===== src/rtl/bp_pkg.sv =====
// Branch predictor shared definitions: default geometry and the
// in-flight queue entry layout, shared by the resolve unit and the BHT.
package bp_pkg;

    localparam int BP_PC_W     = 9;
    localparam int BP_IDX_BITS = 6;
    localparam int BP_DEPTH    = 4;

    typedef struct packed {
        logic [BP_PC_W-1:0] pc;
        logic               predicted;
    } bp_entry_t;

    function automatic logic is_mispredict(input logic predicted,
                                           input logic actual);
        return predicted != actual;
    endfunction

endpackage


===== src/rtl/bp_fifo.sv =====
// In-flight branch queue: strict FIFO with a single-cycle flush that
// discards every entry, including one being pushed in the same cycle.
module bp_fifo #(
    parameter int DEPTH = 4,
    parameter int W     = 10
) (
    input  logic         clk,
    input  logic         reset,
    input  logic         push,
    input  logic         pop,
    input  logic         flush,
    input  logic [W-1:0] din,
    output logic         full,
    output logic         empty,
    output logic [W-1:0] head
);

    localparam int AW = $clog2(DEPTH);

    logic [W-1:0]  mem [DEPTH];
    logic [AW-1:0] wr_ptr;
    logic [AW-1:0] rd_ptr;
    logic [AW:0]   count;
    logic          do_push;
    logic          do_pop;

    assign full    = (count == (AW+1)'(DEPTH));
    assign empty   = (count == '0);
    assign do_push = push && !full;
    assign do_pop  = pop && !empty;
    assign head    = mem[rd_ptr];

    // Storage needs no reset: occupancy alone decides what is valid.
    always_ff @(posedge clk) begin
        if (do_push) begin
            mem[wr_ptr] <= din;
        end
    end

    always_ff @(posedge clk or negedge reset) begin
        if (!reset) begin
            wr_ptr <= '0;
            rd_ptr <= '0;
            count  <= '0;
        end else if (flush) begin
            wr_ptr <= '0;
            rd_ptr <= '0;
            count  <= '0;
        end else begin
            if (do_push) begin
                wr_ptr <= wr_ptr + AW'(1);
            end
            if (do_pop) begin
                rd_ptr <= rd_ptr + AW'(1);
            end
            count <= count + (AW+1)'(do_push) - (AW+1)'(do_pop);
        end
    end

endmodule


===== src/rtl/branch_resolve_unit.sv =====
// Branch resolution: tracks in-flight predictions, trains the BHT,
// flushes fetch on a mispredict and keeps saturating hit/miss stats.
module branch_resolve_unit
    import bp_pkg::*;
#(
    parameter int DEPTH    = BP_DEPTH,
    parameter int PC_W     = BP_PC_W,
    parameter int IDX_BITS = BP_IDX_BITS,
    parameter int CNT_W    = 16
) (
    input  logic                clk,
    input  logic                reset,
    input  logic                pred_valid,
    output logic                pred_ready,
    input  logic [PC_W-1:0]     pred_pc,
    input  logic                pred_taken,
    input  logic                res_valid,
    input  logic                res_taken,
    output logic                res_ready,
    output logic                upd_valid,
    input  logic                upd_ready,
    output logic [IDX_BITS-1:0] upd_index,
    output logic                upd_taken,
    output logic                mispredict,
    output logic [CNT_W-1:0]    hit_count,
    output logic [CNT_W-1:0]    miss_count
);

    localparam logic [CNT_W-1:0] CNT_MAX = '1;

    logic            full;
    logic            empty;
    logic [PC_W:0]   head;
    logic [PC_W-1:0] head_pc;
    logic            head_taken;
    logic            resolve;
    logic            miss;
    logic            push;
    logic            unused_pc_hi;

    assign head_pc      = head[PC_W:1];
    assign head_taken   = head[0];
    assign unused_pc_hi = ^head_pc[PC_W-1:IDX_BITS];

    assign pred_ready = !full;
    assign res_ready  = !empty && (!upd_valid || upd_ready);
    assign resolve    = res_valid && res_ready;
    assign miss       = resolve && is_mispredict(head_taken, res_taken);
    // A push in the flush cycle is wrong-path and must not survive it.
    assign push       = pred_valid && pred_ready && !miss;

    bp_fifo #(
        .DEPTH (DEPTH),
        .W     (PC_W + 1)
    ) u_fifo (
        .clk   (clk),
        .reset (reset),
        .push  (push),
        .pop   (resolve),
        .flush (miss),
        .din   ({pred_pc, pred_taken}),
        .full  (full),
        .empty (empty),
        .head  (head)
    );

    always_ff @(posedge clk or negedge reset) begin
        if (!reset) begin
            upd_valid <= 1'b0;
            upd_index <= '0;
            upd_taken <= 1'b0;
        end else if (resolve) begin
            upd_valid <= 1'b1;
            upd_index <= head_pc[IDX_BITS-1:0];
            upd_taken <= res_taken;
        end else if (upd_ready) begin
            upd_valid <= 1'b0;
        end
    end

    always_ff @(posedge clk or negedge reset) begin
        if (!reset) begin
            mispredict <= 1'b0;
            hit_count  <= '0;
            miss_count <= '0;
        end else begin
            mispredict <= miss;
            if (resolve && !miss && hit_count != CNT_MAX) begin
                hit_count <= hit_count + CNT_W'(1);
            end
            if (miss && miss_count != CNT_MAX) begin
                miss_count <= miss_count + CNT_W'(1);
            end
        end
    end

endmodule


===== config.mk =====
export PLATFORM = sky130hd
export DESIGN_NAME = branch_resolve_unit
export DESIGN_NICKNAME = d
export VERILOG_FILES = /design/src/rtl/bp_pkg.sv /design/src/rtl/bp_fifo.sv /design/src/rtl/branch_resolve_unit.sv
export SDC_FILE = /design/constraint.sdc
export NUM_CORES = 1
export LEC_CHECK = 0
export BUFFER_PORTS_ARGS = -buffer_cell sky130_fd_sc_hd__buf_2
export CORE_ASPECT_RATIO = 0.5
export CORE_MARGIN = 8
export CORE_UTILIZATION = 50
export DETAILED_ROUTE_END_ITERATION = 6
export GPL_TIMING_DRIVEN = 1
export PLACE_DENSITY = 0.83
export SKIP_CTS_REPAIR_TIMING = 1
export SLEW_MARGIN = 15
export SYNTH_ARGS = -nofsm -noshare
export SYNTH_HDL_FRONTEND = slang
export SYNTH_SLANG_ARGS = --single-unit

===== constraint.sdc =====
create_clock -name clk -period 2.45 [get_ports clk]
set_input_delay 0.3675 -clock clk [delete_from_list [all_inputs] [get_ports clk]]
set_output_delay 0.3675 -clock clk [all_outputs]
set_load 0.02 [all_outputs]

==> reports/results.md <==
### Run status
* result of the run: complete, no violations

### Synth
* fraction of the mapped netlist area in compound gates: 0.0206
* multiplexer share of the synthesized area: 0.0925
* synthesized net count: 274
* XOR/XNOR share of the synthesized area: 0.0797
* total of flip-flops plus latches after synthesis: 76
* main combinational cell family by area after synthesis: simple AND/OR/NAND/NOR gates
* cell type with the largest total area after synthesis: sky130_fd_sc_hd__dfrtp_1
* EDFF count, synth: 28
* FFs w/ async S/R, synth: 0.632
* count of synthesis-stage warnings from yosys: 0
* post-synthesis simple-gate area fraction: 0.149
* area share of fa/ha/maj cells after synthesis: 0.0353
* average cell area after synthesis: 13.7 µm²
* Most used DFF post-synth: sky130_fd_sc_hd__dfrtp_1
* count of different cell masters after synthesis: 35
* gate count of the mapped netlist: 249
* Seq/Total Area, Yosys: 0.599
* Yosys top cell area share: 0.353
* combined area of all synthesized cells: 0.00341 mm²
* largest cells by area after synthesis: sky130_fd_sc_hd__dfrtp_1 35%, sky130_fd_sc_hd__edfxtp_1 25%, sky130_fd_sc_hd__xnor2_1 7.5%, sky130_fd_sc_hd__mux4_1 4.6%, sky130_fd_sc_hd__mux2_2 3.3%

### Detailed routing
* DRC errors left: 0
* First-pass DRT Iterations: 4
* DRT Wirelength: 6460 µm
* DRT iter0 DRCs: 85
* Routed WL per cell: 15.7 µm
* routed via count: 2197
* Post-DRT Antenna Nets: 0
* routed vias/inst: 5.33

### Setup path
* depth of the worst register-to-register path: 10
* endpoint of the most critical setup path: u_fifo.count[2]
* WP data required: 2.66 ns
* critical-path maximum fanout: 3
* endpoint of the worst register-to-register path: u_fifo.count[2]
* category of the worst setup path launch point: flop
* type of the worst setup path: reg -> reg
* register-to-register setup slack: 0.09 ns
* CP Data Arrival Time: 2.57 ns
* Critical Path Sink Type: flop
* startpoint of the worst setup timing path: u_fifo.rd_ptr[1]
* Worst R2R Start: u_fifo.rd_ptr[1]

### Die
* # IOs: 59
* effective utilization at floorplan: 0.513
* standard cell core area: 0.00665 mm²
* number of cell rows: 21
* area of the die: 0.00987 mm²
* Die Span Y: 74.4 µm
* Die X: 133 µm

### GRT
* number of global-route vias before repair: 2295
* global-route wire length before repair: 10800 µm
* Remaining Overflow, GRT: 0
* antenna violations before repair: 0
* total global-route track usage: 0.140
* largest net degree at the start of global routing: 49

### Timing
* highest attainable clock frequency: 0.423 GHz
* final setup vio count: 0
* slew at the pin closest to its max-slew limit: 0.626 ns
* Min Clock Period, post-route: 2.36 ns
* Hold Vio Cnt, Final: 0
* worst setup skew after layout: 0.00473 ns
* final worst path period share: 0.964
* worst rel slew slack: 0.582
* final-report max-slew violation count: 0

### Place
* count of input and output buffers: 55
* number of instances in the placed design: 396
* DPL Wire Length: 4500 µm
* gpl congestion: 0.764

### Clock tree
* clock root buffer master: sky130_fd_sc_hd__clkbuf_16
* H-tree depth: 3
* total CTS buffers: 9
* clock transition at the registers of the reported paths: 0.06 ns
* clock latency at the later pin of the worst-skew pair: 0.33 ns
* TritonCTS clock tree: done
* Sinks on Clock Net: 76
* number of buffers on the longest clock path: 2

### Power
* post-layout power: 4.58 mW
* VDD IR-drop max: 531 µV
* Leakage Power: 1.83 nW
* power per cell area: 1110 mW/mm²

### Cells and area
* Final #Nets: 340
* post-layout instance count excluding filler cells: 412
* Layout Area Growth over Synthesis: 21.0%
* share of layout cells above drive strength 1: 0.297
* number of antenna diodes: 0
* post-layout utilization of the core: 0.620
* layout filler cell count: 514

### Run
* max-cap check violation count: 0

### Hold path
* class of the tightest hold or removal check: in -> async

[worst max-delay path, cell delays in order (launching register included)]
cell and delay, ns:
sky130_fd_sc_hd__dfrtp_1 0.40, sky130_fd_sc_hd__mux2i_1 0.29, sky130_fd_sc_hd__mux2i_2 0.37, sky130_fd_sc_hd__nor3_4 0.08
sky130_fd_sc_hd__nor2_1 0.15, sky130_fd_sc_hd__ha_1 0.16, sky130_fd_sc_hd__inv_1 0.05, sky130_fd_sc_hd__fa_1 0.38
sky130_fd_sc_hd__xor2_1 0.16, sky130_fd_sc_hd__xnor2_1 0.15, sky130_fd_sc_hd__nor2_1 0.06
[cell usage in the layout (no fill, tap or decap), types with 6 or more instances in the layout]
| master | count |
|---|---|
| sky130_fd_sc_hd__mux2_2 | 10 |
| sky130_fd_sc_hd__a21oi_1 | 6 |
| sky130_fd_sc_hd__ha_1 | 8 |
| sky130_fd_sc_hd__mux4_1 | 6 |
| sky130_fd_sc_hd__nand3_1 | 16 |
| sky130_fd_sc_hd__dfrtp_1 | 48 |
| sky130_fd_sc_hd__and2_1 | 6 |
| sky130_fd_sc_hd__clkbuf_16 | 9 |
| sky130_fd_sc_hd__xnor2_1 | 29 |
| sky130_fd_sc_hd__buf_4 | 7 |
| sky130_fd_sc_hd__nor2_1 | 8 |
| sky130_fd_sc_hd__buf_2 | 55 |
| sky130_fd_sc_hd__edfxtp_1 | 28 |
| sky130_fd_sc_hd__nand2_1 | 16 |
| sky130_fd_sc_hd__inv_1 | 6 |
| sky130_fd_sc_hd__nand4_1 | 13 |
| sky130_fd_sc_hd__and3_1 | 14 |
[cell type report]
| cell class | count | area (µm²) | area share |
|---|---|---|---|
| clock inverter | 7 | 91.3 | 0.0222 |
| multi-input combinational | 160 | 1300 | 0.315 |
| clock buffer | 9 | 225 | 0.0546 |
| sequential | 76 | 2040 | 0.495 |
| timing repair buffer | 62 | 328 | 0.0795 |
| tap | 92 | 115 | 0.0279 |
| inverter | 6 | 22.5 | 0.00546 |
[worst min-delay path by stage]
| stage | slack, ns | end | cells past startpoint | from |
|---|---|---|---|---|
| final | 0.14 | miss_count[1] | 2 | reset |
| after global routing | 0.20 | miss_count[3] | 2 | reset |
| after CTS | 0.17 | miss_count[14] | 2 | reset |
| after detailed placement | 0.47 | upd_taken | 2 | upd_taken |
| after global placement | 0.46 | upd_taken | 2 | upd_taken |
| after floorplan | 0.07 | hit_count[0] | 0 | reset |
[registers in the layout, summed over array words and instances, names as in the netlist]
name and cells:
upd_index 6, u_fifo.wr_ptr 2, hit_count 16, upd_valid 1
miss_count 16, u_fifo.mem 28, u_fifo.count 3, mispredict 1
upd_taken 1, u_fifo.rd_ptr 2
[through the flow]
step	setup WS, ns	setup TNS [ns]	hold slack [ns]	cell area (µm²)
final	0.0874	0	0.143	4120
after global routing	-0.0280	-0.0280	0.197	4120
after CTS	0.0558	0	0.165	4120
after detailed placement	0.0868	0	0.470	3800
after global placement	0.174	0	0.461	3800
after floorplan	0.0594	0	0.0719	3420
[cell families after synthesis]
kind of cell	count (synthesis)
AND/OR/NAND/NOR	90
flip-flops	76
XOR/XNOR	31
multiplexers	20
buffers and inverters	13
AO/OA/AOI/OAI	10
adder cells (fa/ha/maj)	9
[per-layer routing]
layer	GRT usage	part of all wire
met4	0.0599	0.015
met2	0.250	0.50
met3	0.0546	0.062
met5	0	0
met1	0.150	0.42
[power by group]
group	switching (mW)	total, mW	internal, mW
Sequential	0.226	1.85	1.62
Clock	0.486	1.37	0.885
Combinational	0.765	1.36	0.593
[cell usage after synthesis (2+ instances only)]
cell and count:
sky130_fd_sc_hd__and3_1 14, sky130_fd_sc_hd__mux4_1 6, sky130_fd_sc_hd__inv_1 6, sky130_fd_sc_hd__nand2_2 2, sky130_fd_sc_hd__xnor2_1 29, sky130_fd_sc_hd__and4_1 3
sky130_fd_sc_hd__mux2i_1 3, sky130_fd_sc_hd__ha_1 8, sky130_fd_sc_hd__nand2_1 16, sky130_fd_sc_hd__mux2_2 10, sky130_fd_sc_hd__nand3_1 16, sky130_fd_sc_hd__a21oi_1 6
sky130_fd_sc_hd__and2_1 6, sky130_fd_sc_hd__buf_6 4, sky130_fd_sc_hd__nor2_1 8, sky130_fd_sc_hd__nand2b_1 3, sky130_fd_sc_hd__nand4_1 13, sky130_fd_sc_hd__edfxtp_1 28
sky130_fd_sc_hd__xor2_1 2, sky130_fd_sc_hd__dfrtp_1 48, sky130_fd_sc_hd__nor2b_1 3, sky130_fd_sc_hd__clkbuf_1 2
Power figures use the tool's default switching activity.
